File: config.mk
export PLATFORM = sky130hd
export DESIGN_NAME = eq_gain_loader
export DESIGN_NICKNAME = d
export VERILOG_FILES = /design/src/rtl/eq_pkg.sv /design/src/rtl/eq_gain_shadow.sv /design/src/rtl/eq_gain_loader.sv
export SDC_FILE = /design/constraint.sdc
export NUM_CORES = 1
export LEC_CHECK = 0
export ABC_CLOCK_PERIOD_IN_PS = 3350
export CAP_MARGIN = 25
export CELL_PAD_IN_SITES_DETAIL_PLACEMENT = 0
export CELL_PAD_IN_SITES_GLOBAL_PLACEMENT = 1
export CORE_ASPECT_RATIO = 0.5
export CORE_MARGIN = 1
export CORE_UTILIZATION = 47
export DETAILED_ROUTE_END_ITERATION = 8
export GPL_TIMING_DRIVEN = 0
export PLACE_DENSITY = 0.77
export SLEW_MARGIN = 20
export SYNTH_ARGS = -nofsm -noshare
export SYNTH_HDL_FRONTEND = slang
export SYNTH_SLANG_ARGS = --single-unit
File: constraint.sdc
create_clock -name clk -period 3.35 [get_ports clk]
set_input_delay 0.67 -clock clk [delete_from_list [all_inputs] [get_ports clk]]
set_output_delay 0.67 -clock clk [all_outputs]
set_load 0.01 [all_outputs]
File: src/rtl/eq_pkg.sv
// Shared types and constants for the equalizer gain loader.
package eq_pkg;

  typedef logic [15:0] gain_t;

  typedef enum logic [2:0] {
    IDLE,
    SYNC,
    SYNC_GAP,
    WRITE,
    GAP,
    DONE
  } eq_ld_state_t;

  localparam int NUM_FILTERS_DEF = 4;

  // Dummy writes allowed before giving up on address realignment:
  // one full wrap of the equalizer address (0..NUM_FILTERS) plus one.
  localparam int MAX_SYNC_WR = NUM_FILTERS_DEF + 1;

  function automatic int max_sync_wr(input int num_filters);
    return num_filters + 1;
  endfunction

endpackage

File: src/rtl/eq_gain_shadow.sv
// Byte assembler and shadow gain table; gains are read back by index.
module eq_gain_shadow
  import eq_pkg::*;
#(
  parameter int NUM_FILTERS = 4,
  parameter int IDX_W       = 2
) (
  input  logic             clk,
  input  logic             reset_n,
  input  logic             frame_start,
  input  logic             byte_valid,
  input  logic [7:0]       byte_data,
  input  logic             busy,
  input  logic             commit_err,
  input  logic [IDX_W-1:0] rd_idx,
  output gain_t            rd_gain,
  output logic             frame_complete,
  output logic             frame_err
);

  localparam int BP_W = $clog2(2 * NUM_FILTERS + 1);
  localparam logic [BP_W-1:0] FULL = BP_W'(2 * NUM_FILTERS);

  logic [BP_W-1:0]  byte_ptr;
  logic [BP_W-1:0]  wr_ptr;
  logic [IDX_W-1:0] wr_idx;
  logic             store;
  logic             err_now;
  gain_t            shadow [NUM_FILTERS];

  // frame_start rewinds the pointer in the same cycle, so a byte arriving
  // alongside it lands at index 0.
  assign wr_ptr         = frame_start ? '0 : byte_ptr;
  assign wr_idx         = IDX_W'(wr_ptr >> 1);
  assign store          = byte_valid && !busy && (wr_ptr != FULL);
  assign err_now        = (byte_valid && !store) || commit_err;
  assign frame_complete = (byte_ptr == FULL);
  assign rd_gain        = shadow[rd_idx];

  // Byte pointer and sticky frame error; a new error wins over a clear.
  always_ff @(posedge clk) begin
    if (!reset_n) begin
      byte_ptr  <= '0;
      frame_err <= 1'b0;
    end else begin
      if (store)            byte_ptr <= wr_ptr + 1'b1;
      else if (frame_start) byte_ptr <= '0;
      if (err_now)          frame_err <= 1'b1;
      else if (frame_start) frame_err <= 1'b0;
    end
  end

  // Shadow table: even byte is the lsb, odd byte the msb. Contents need no
  // reset because byte_ptr==0 already marks them invalid.
  always_ff @(posedge clk) begin
    if (store) begin
      if (wr_ptr[0]) shadow[wr_idx][15:8] <= byte_data;
      else           shadow[wr_idx][7:0]  <= byte_data;
    end
  end

endmodule

File: src/rtl/eq_gain_loader.sv
// Streams a committed shadow gain table into the equalizer gain RAM after
// realigning its auto-incrementing write address to 0.
module eq_gain_loader
  import eq_pkg::*;
#(
  parameter int NUM_FILTERS = NUM_FILTERS_DEF,
  parameter int WR_GAP      = 1
) (
  input  logic                   clk,
  input  logic                   reset_n,
  input  logic                   frame_start,
  input  logic                   byte_valid,
  input  logic [7:0]             byte_data,
  input  logic                   commit,
  input  logic                   wr_addr_zero,
  output logic                   eq_wr,
  output logic [NUM_FILTERS-1:0] eq_wr_sel,
  output logic [7:0]             eq_gain_lsb,
  output logic [7:0]             eq_gain_msb,
  output logic                   busy,
  output logic                   done,
  output logic                   frame_err,
  output logic                   sync_err
);

  localparam int IDX_W    = (NUM_FILTERS > 1) ? $clog2(NUM_FILTERS) : 1;
  localparam int MAX_SYNC = max_sync_wr(NUM_FILTERS);
  localparam int SC_W     = $clog2(MAX_SYNC + 1);
  localparam int GC_W     = (WR_GAP > 1) ? $clog2(WR_GAP) : 1;

  eq_ld_state_t     state, state_nxt;
  logic [IDX_W-1:0] idx;
  logic [GC_W-1:0]  gap_cnt;
  logic [SC_W-1:0]  sync_cnt;
  gain_t            rd_gain;
  logic             frame_complete;
  logic             gap_last, idx_last, in_gap;
  logic             wr_req, wr_dummy, done_req, sync_fail, commit_ok, commit_bad;

  eq_gain_shadow #(
    .NUM_FILTERS (NUM_FILTERS),
    .IDX_W       (IDX_W)
  ) u_shadow (
    .clk            (clk),
    .reset_n        (reset_n),
    .frame_start    (frame_start),
    .byte_valid     (byte_valid),
    .byte_data      (byte_data),
    .busy           (busy),
    .commit_err     (commit_bad),
    .rd_idx         (idx),
    .rd_gain        (rd_gain),
    .frame_complete (frame_complete),
    .frame_err      (frame_err)
  );

  assign busy     = (state != IDLE);
  assign in_gap   = (state == GAP) || (state == SYNC_GAP);
  assign gap_last = (gap_cnt == GC_W'(WR_GAP - 1));
  assign idx_last = (idx == IDX_W'(NUM_FILTERS - 1));

  // Next state and per-cycle requests; strobes become visible one cycle
  // later through the output registers.
  always_comb begin
    state_nxt  = state;
    wr_req     = 1'b0;
    wr_dummy   = 1'b0;
    done_req   = 1'b0;
    sync_fail  = 1'b0;
    commit_ok  = 1'b0;
    commit_bad = 1'b0;
    case (state)
      IDLE: begin
        if (commit) begin
          if (frame_complete) begin
            commit_ok = 1'b1;
            state_nxt = SYNC;
          end else begin
            commit_bad = 1'b1;
          end
        end
      end
      SYNC: begin
        if (wr_addr_zero) begin
          state_nxt = WRITE;
        end else if (sync_cnt == SC_W'(MAX_SYNC)) begin
          sync_fail = 1'b1;
          state_nxt = IDLE;
        end else begin
          wr_req    = 1'b1;
          wr_dummy  = 1'b1;
          state_nxt = SYNC_GAP;
        end
      end
      SYNC_GAP: if (gap_last) state_nxt = SYNC;
      WRITE: begin
        wr_req    = 1'b1;
        state_nxt = idx_last ? DONE : GAP;
      end
      GAP:  if (gap_last) state_nxt = WRITE;
      DONE: begin
        done_req  = 1'b1;
        state_nxt = IDLE;
      end
      default: state_nxt = IDLE;
    endcase
  end

  // State, counters and registered outputs; write data holds between writes.
  always_ff @(posedge clk) begin
    if (!reset_n) begin
      state       <= IDLE;
      idx         <= '0;
      gap_cnt     <= '0;
      sync_cnt    <= '0;
      eq_wr       <= 1'b0;
      eq_wr_sel   <= '0;
      eq_gain_lsb <= '0;
      eq_gain_msb <= '0;
      done        <= 1'b0;
      sync_err    <= 1'b0;
    end else begin
      state   <= state_nxt;
      eq_wr   <= wr_req;
      done    <= done_req;
      gap_cnt <= (in_gap && !gap_last) ? gap_cnt + 1'b1 : '0;
      if (wr_req) begin
        eq_wr_sel                  <= wr_dummy ? '0 : NUM_FILTERS'(idx);
        {eq_gain_msb, eq_gain_lsb} <= wr_dummy ? '0 : rd_gain;
      end
      if (commit_ok) begin
        idx      <= '0;
        sync_cnt <= '0;
      end else begin
        if (state == WRITE && !idx_last) idx <= idx + 1'b1;
        if (wr_dummy) sync_cnt <= sync_cnt + 1'b1;
      end
      if (sync_fail)        sync_err <= 1'b1;
      else if (frame_start) sync_err <= 1'b0;
    end
  end

endmodule

---- Word-level counts from Yosys, hierarchy flattened ----
Memory sizes are Yosys's and may differ from the RTL's. A register that Yosys moved wholly into a read port is not among the register bits.
Index checks and enable logic that the tools add are counted.
cells by class
  bitwise logic cells ..................... 1
  eq/ne operators ......................... 13
  $add $sub $neg .......................... 4
  reduce and logical (&&, ||, !) cells .... 17
  multiplexer cells ....................... 37
operators with widths
  cell                                                 count
  2-to-1 mux 1 bit                                     23
  2-to-1 mux 16 bit                                    1
  case mux 3 bit (5 select lines)                      1
  2-to-1 mux 3 bit                                     4
  2-to-1 mux 2 bit                                     5
  equality test 3 bit, second input constant           3
  2-to-1 mux 4 bit                                     2
  inequality test 2 bit, second input constant         4
  equality test 3 x 2 -> 1 bit, second input constant  2
  logical AND 1 bit                                    5
  adder 4 x 1 -> 4 bit, second input constant          1
  equality test 4 bit, second input constant           1
  inequality test 4 bit, second input constant         1
  AND reduction 4 bit                                  1
  nonzero test 2 bit                                   2
  adder 3 x 1 -> 3 bit, second input constant          1
  equality test 3 x 1 -> 1 bit, second input constant  1
  logical NOT 1 bit                                    3
  logical NOT 3 bit                                    1
  nonzero test 3 bit                                   1
  adder 2 x 1 -> 2 bit, second input constant          1
  equality test 2 bit, second input constant           1
  logical OR 1 bit                                     2
  case mux 1 bit (2 select lines)                      1
  4 further kinds                                      4
storage, ports and cells
  memories kept ........................... 1
  output and inout port bits .............. 25
  register bits ........................... 37
  input port bits ......................... 14
  RAM bits ................................ 64
memories
  memory           depth  bits a word  read ports  clocked after memory_dff  wr ports  RTL line              source
  u_shadow.shadow  4      16           1           1                         1         eq_gain_shadow.sv:29  gain_t shadow [NUM_FILTERS];

---- Depth between registers and ports, before layout ----
Gate-level depths: netlist of the first run.
  depth after elaboration ................. 8
  mapped depth ............................ 7
  gate-level depth less buffers ........... 7

---- By module ----
Synthesis of the first run repeated with hierarchy kept, for this count alone.
unflattened totals
  cell total of the unflattened synthesis .. 279
  area total of the unflattened synthesis .. 3,936.3 µm²
by module, submodules not included
  module          area an instance (µm²)  sequential area each (µm²)  times used  cells each
  eq_gain_shadow  2,683.8                 2,021.9                     1           130
  eq_gain_loader  1,252.5                 600.6                       1           149

---- Worst setup path after synthesis of the first run ----
Ideal clock, no wire load.
  path kind ............................... in2reg
  start point ............................. in frame_start
  end point ............................... mem u_shadow.shadow[1][0] in the netlist's numbering, enable pin
  path buffers ............................ 0
  slack ................................... 0.683 ns
  stages on the path ...................... 7
  required time ........................... 2.965 ns
  arrival ................................. 2.281 ns
  path through ............................ nor2b_1 > inv_1 > ha_1 > nor4bb_1 > nor2_1 > ha_1 > nor3b_1
on the way
  word-level cells in the longest chain between the ends .. 5
RTL lines
  what                                    RTL line              source
  start: declaration                      eq_gain_loader.sv:11  input logic frame_start,
  2-to-1 mux 4 bit *                      --
  inequality test 4 bit                   eq_gain_shadow.sv:35  assign store = byte_valid && !busy && (wr_ptr != FULL);
  logical AND 1 bit                       eq_gain_shadow.sv:35
  2-to-1 mux 1 bit                        eq_gain_shadow.sv:56  if (store) begin
  2-to-1 mux 1 bit (not written as such)  eq_gain_shadow.sv:58  else shadow[wr_idx][7:0] <= byte_data;
  end: declaration                        eq_gain_shadow.sv:29
Mark *: on every way between the ends. The rest lies on a longest branch, timed or not.

---- Final worst setup path of the first run ----
  start point ............................. in frame_start
  end point ............................... mem u_shadow.shadow[3][1] in the netlist's numbering, enable pin
The elaborated chain is that of the path after synthesis.

==> metrics.csv, run 1 <==
metric,value,unit
status,completed,
# rows,23,
Worst-Skew Late Latency,330,ps
initial antenna violation count,0,
CP required,3380,ps
Synth async-reset ratio,0,%
Synthesis Warnings,0,
Final #Nets,320,
I/O Buffers,36,
Mapped Cells,251,
dominant cells by area after synthesis,"edfxtp_1 (49%), dfxtp_1 (19%), mux4_2 (9.2%), a22o_1 (3.4%), ha_1 (1.9%)",
fin area,4790,µm²
initial core utilization,48.7,%
die width,131,µm
detail-routed via count per cell,5.46,
Pleak,1.61,nW
"Cell Area, Synth",3910,µm²
CP Max Fanout,9,
"Seq/Total Area, Yosys",68.1,%
number of synthesized flops with an enable pin,64,
die height,66.5,µm
filler cell count,617,
TritonRoute pass-1 iters,4,
total number of vias,2278,
post-route ant nets,0,
Seq. cell area,2660,µm²
# resized after CTS,0,
hold buffers post-CTS,0,
Yosys top cell area share,49.2,%
crit end category,flop,
WHS,477,ps
Avg Inst Size Synth,15.6,µm²
RSZ-0062 raised after global routing,false,
total gr overflow,0,
CP Capture Point,u_shadow.shadow[3][1]$_DFFE_PP_,
Worst Tran Pin Value,797,ps
Yosys top cell by area,edfxtp_1,
Critical Path AT,3080,ps
vias in the first global route,2220,
global-route wire length before repair,11500,µm
number of DRC markers in iteration 0,165,
per-cell routed wire length,17.7,µm
Cell variety after synth,45,
max-cap violation count,0,
hpwl dp,5010,µm
all-layer global routing usage,18.7,%
worst reg2reg path endpoint,u_shadow.shadow[1][3]$_DFFE_PP_,
top_reg_cell synth,edfxtp_1,
largest net degree at the start of global routing,17,
CP startpoint,frame_start,
die footprint,8710,µm²
period utilization,91.2,%
Hold Path Class,reg2reg,
reg2reg path depth,7,
skew final,4.45,ps
setup repair bufs after CTS,0,
Slew Limit Fails,0,
CTS Buf Count,9,
maximum clock frequency,0.327,GHz
Placed Area,4440,µm²
flop2flop setup slack,800,ps
Ports,39,
minimum clock period,3050,ps
clk root buf,clkbuf_16,
post-synthesis register bit count,101,
peak supply drop,0.333,mV
Setup CP Type,in2reg,
CP startpoint kind,input port,
multi-input gate area in the final layout,1190,µm²
total wire length,7360,µm
clock buffer depth,2,
Worst-path clk slew,60,ps
Placer Congestion,0.777,
CTS tree,yes,
worst reg2reg path startpoint,u_shadow.byte_ptr[1]$_SDFF_PN0_,
ant diodes,0,
DRC,0,
CTS H-tree lvls,3,
Final Hold Violating Endpoints,0,
power per cell area,532,nW/µm²
relative slew slack,46.6,%
area delta synth->final,22.6,%
Core Box Area,8030,µm²
clk sinks,101,
final setup vio count,0,
layout cells sized above 1,16.4,%
## final cells by class
cell class	count	area share [%]
multi-input combinational	129	24.9
timing repair buffer	36	7.52
inverter	9	0.705
sequential	101	55.6
clock buffer	12	5.35
buffer	14	1.46
clock inverter	4	1.62
tap	112	2.92
## cell usage after synthesis (3+ instances only)
cell      number
nor2b_1        4
nor2_1        12
mux4_2        16
inv_1          9
dfxtp_1       37
nand2_1        8
nor4b_1        3
nor3b_1        3
ha_1           6
buf_2          4
mux2i_1        3
a21oi_1       10
o21ai_0        7
edfxtp_1      64
a22o_1        15
or3_1          4
clkbuf_1       6
nor3_1         4
buf_4          3
## report_power, final
part | switching [W] | internal, W | leakage, nW
clock | 0.000430 | 0.000701 | 0.164
combinational | 0.0000427 | 0.0000345 | 0.561
sequential | 0.00000427 | 0.00133 | 0.880
total | 0.000477 | 0.00207 | 1.61
## cells by family (layout without fill, tap and decap cells)
group / count (synthesis) / after routing / share of synthesized area, %
simple gates: 54 / 54 / 8.26
xor+xnor: 1 / 1 / 0.224
buf+inv: 23 / 75 / 2.66
mux: 19 / 19 / 9.98
other cells: 1 / 3 / 0.0959
fa+ha+maj: 6 / 6 / 1.92
flops: 101 / 101 / 68.1
compound gates: 46 / 46 / 8.77
## critical path, stage by stage
cell and delay [ps]:
clkdlybuf4s50_1 680, nor2b_2 150, inv_1 200, ha_1 180
nor4bb_1 520, nor2_1 90, ha_1 250, and3_1 350
## flip-flops by register name, indices dropped and copies added, names as in the netlist, 2 cells and up, named ones only
name and flops:
eq_gain_lsb 8, eq_gain_msb 8, eq_wr_sel 2, idx 2, state 3, sync_cnt 3
u_shadow.byte_ptr 4, u_shadow.shadow 64
## layout by cell type (no fill, tap or decap), types with 7 or more instances in the layout
cell / count
a21oi_1: 10
a22o_1: 15
clkbuf_1: 7
clkbuf_16: 9
clkdlybuf4s50_1: 36
dfxtp_1: 37
edfxtp_1: 64
inv_1: 9
mux4_2: 16
nand2_1: 8
nor2_1: 12
o21ai_0: 7
## per-stage QoR
step / total power (W) / worst slack [ps] / instances / util, % / TNS [ps]
2_1_floorplan: 0.00140 / 683 / 253 / - / 0
3_3_place_gp: 0.00144 / -660 / 401 / 55.0 / -10240
3_5_place_dp: 0.00144 / -336 / 401 / 55.3 / -6390
4_1_cts: 0.00257 / 14.5 / 417 / 59.5 / 0
5_1_grt: 0.00263 / 58.1 / 417 / 59.7 / 0
6_report: 0.00255 / 296 / 417 / 59.7 / 0
## how the worst min path moves through the flow
stage,endpoint,depth (start not counted),startpoint
6_report,eq_gain_lsb[0]$_SDFFE_PN0P_,1,eq_gain_lsb[0]$_SDFFE_PN0P_
5_1_grt,eq_gain_msb[6]$_SDFFE_PN0P_,1,eq_gain_msb[6]$_SDFFE_PN0P_
4_1_cts,eq_gain_lsb[6]$_SDFFE_PN0P_,1,eq_gain_lsb[6]$_SDFFE_PN0P_
3_5_place_dp,eq_gain_lsb[6]$_SDFFE_PN0P_,1,eq_gain_lsb[6]$_SDFFE_PN0P_
3_3_place_gp,eq_gain_msb[6]$_SDFFE_PN0P_,1,eq_gain_msb[6]$_SDFFE_PN0P_
2_1_floorplan,eq_wr_sel[1]$_SDFFE_PN0P_,2,idx[1]$_SDFFE_PP0P_
## routing by layer
metal  global-route usage (%)  share of wire, %  up-vias
met5                        0                 0        -
met4                     5.60              0.42        0
met3                     4.82               5.3        5
met2                     30.4                49       49
met1                     24.9                46     1150
li1                         -                 -     1074
Power figures use the tool's default switching activity.
==> inputs of run 2 (changes only) <==
--- a/config.mk
+++ b/config.mk
@@ -12,9 +12,11 @@
 export CORE_ASPECT_RATIO = 0.5
 export CORE_MARGIN = 1
 export CORE_UTILIZATION = 47
+export CTS_CLUSTER_SIZE = 14
 export DETAILED_ROUTE_END_ITERATION = 8
 export GPL_TIMING_DRIVEN = 0
 export PLACE_DENSITY = 0.77
+export REMOVE_ABC_BUFFERS = 1
 export SLEW_MARGIN = 20
 export SYNTH_ARGS = -nofsm -noshare
 export SYNTH_HDL_FRONTEND = slang
==> run 2 against run 1 <==
  * Utilization is 0.90 points lower
  * Combinational power is 7.4% lower
  * Sequential share of layout area is 0.88 points higher
  * Final cell count is 2.9% lower
==> metrics.csv, run 2 (synthesis gave the netlist of run 1 again) <==
metric,value,unit,change
status,completed,,
clk sinks,101,,unchanged
I/O Buffers,36,,unchanged
Util after Layout,58.8,%,-0.90 points
hpwl dp,4690,µm,-6.3%
total gr overflow,0,,unchanged
CTS Buf Count,9,,unchanged
Setup CP Type,in2reg,,
Pleak,1.56,nW,-2.7%
Worst-path clk slew,70,ps,about the same
crit end category,flop,,
global-route wire length before repair,11600,µm,+0.72%
period utilization,93.9,%,+2.8 points
hold path startpoint,eq_gain_msb[4]$_SDFFE_PN0P_,,
CP required,3410,ps,+30 ps
Hold Path Class,reg2reg,,
Top reg by flops,u_shadow.shadow,,
most frequent cells in the layout,"edfxtp_1 (64), dfxtp_1 (36), clkdlybuf4s50_1 (36)",,
Placer Congestion,0.744,,-4.2%
worst reg2reg path startpoint,u_shadow.byte_ptr[1]$_SDFF_PN0_,,
"commonest non-fill, non-tap cell in the layout",edfxtp_1,,
Buf/Inv on CP,3,,+1
die height,66.5,µm,unchanged
initial core utilization,48.7,%,unchanged
WHS,478,ps,+0.537 ps
ant diodes,0,,unchanged
minimum clock period,3150,ps,+93.5 ps
peak supply drop,0.256,mV,-23%
clk root buf,clkbuf_16,,
Ports,39,,unchanged
largest registers,"u_shadow.shadow x64, eq_gain_lsb x8, eq_gain_msb x8",,
CTS tree,yes,,
hold buffers post-CTS,0,,unchanged
Core Box Area,8030,µm²,unchanged
detail-routed via count per cell,5.59,,+2.4%
max reg flops,64,,unchanged
DRC,0,,unchanged
Slew Limit Fails,0,,unchanged
CP startpoint,frame_start,,
final setup vio count,0,,unchanged
maximum clock frequency,0.318,GHz,-3.0%
Crit path max-delay family,simple AND/OR/NAND/NOR gates,,
CTS H-tree lvls,3,,unchanged
# resized after CTS,0,,unchanged
CP peak stage delay,570,ps,-110 ps
vias in the first global route,2170,,-2.3%
cell mode on critical path,ha_1,,
worst-path cell chain,clkdlybuf4s50_1 > nor2b_1 > inv_1 > ha_1 > nor4bb_1 > nor2_1 > ha_1 > nor3b_2 > buf_4,,
per-cell routed wire length,18.1,µm,+2.5%
total number of vias,2265,,-0.57%
area delta synth->final,20.7,%,
multi-input gate area in the final layout,1190,µm²,-0.42%
CP Max Fanout,9,,unchanged
initial antenna violation count,0,,unchanged
layout cells sized above 1,15.4,%,-1.0 points
total wire length,7330,µm,-0.41%
Critical Path AT,3200,ps,+120 ps
# rows,23,,unchanged
Worst Tran Pin Value,906,ps,+110 ps
number of DRC markers in iteration 0,202,,+22%
Final Hold Violating Endpoints,0,,unchanged
crit path max-delay cell type,clkdlybuf4s50_1,,
skew final,6.31,ps,+1.86 ps
setup repair bufs after CTS,0,,unchanged
power per cell area,535,nW/µm²,+0.70%
post-route ant nets,0,,unchanged
Seq. cell area,2660,µm²,about the same
CP startpoint kind,input port,,
clock buffer depth,2,,unchanged
max-cap violation count,0,,unchanged
RSZ-0062 raised after global routing,false,,
filler cell count,623,,+0.97%
die footprint,8710,µm²,unchanged
relative slew slack,39.2,%,-7.3 points
Final #Nets,308,,-3.8%
die width,131,µm,unchanged
all-layer global routing usage,19.2,%,+0.44 points
Worst-Skew Late Latency,340,ps,about the same
TritonRoute pass-1 iters,6,,+2
largest net degree at the start of global routing,18,,+1
-- run 2: cell types whose count changed in the layout (fill, tap and decap cells not counted), moves of 2 or more --
cell      previous run  this run
clkbuf_8             2         0
nor3b_2              0         2
clkbuf_1             7         1
buf_2                4         0
nor3b_4              2         0
-- run 2: where the power goes --
group | internal (W) | switching [W]
clock | 0.000662 | 0.000455
sequential | 0.00133 | 0.00000449
combinational | 0.0000317 | 0.0000398
total | 0.00203 | 0.000499
-- run 2: routing by layer --
layer | track usage [%] | part of all wire, %
met2 | 30.2 | 48
met4 | 8.62 | 0.98
met5 | 0 | 0
met3 | 5.14 | 4.7
met1 | 25.0 | 46
-- run 2: stage by stage --
stage | power [W] | area, µm² | instances | worst slack, ps | setup TNS, ps
3_3_place_gp | 0.00143 | 4350 | 387 | -702 | -11110
4_1_cts | 0.00254 | 4720 | 405 | 180 | 0
5_1_grt | 0.00259 | 4720 | 405 | 36.8 | 0
3_5_place_dp | 0.00144 | 4400 | 389 | -185 | -1680
2_1_floorplan | 0.00140 | 3850 | 239 | 683 | 0
6_report | 0.00253 | 4720 | 405 | 203 | 0
-- run 2: cell type report --
cell class	instances	area share, %
multi-input cells	129	25.1
clock buffers	10	4.85
clock inverters	6	1.94
inverters	9	0.716
well taps	112	2.97
flip-flops and latches	101	56.4
repair buffers	38	7.95
-- run 2: path summary, 6_finish.rpt --
kind | slack, ps | to | cells after the start
max | 200 | u_shadow.shadow[1][1]$_DFFE_PP_ | 9
min | 480 | eq_gain_msb[4]$_SDFFE_PN0P_ | 1
max reg2reg | 740 | u_shadow.shadow[1][1]$_DFFE_PP_ | 8
min reg2reg | 480 | eq_gain_msb[4]$_SDFFE_PN0P_ | 1
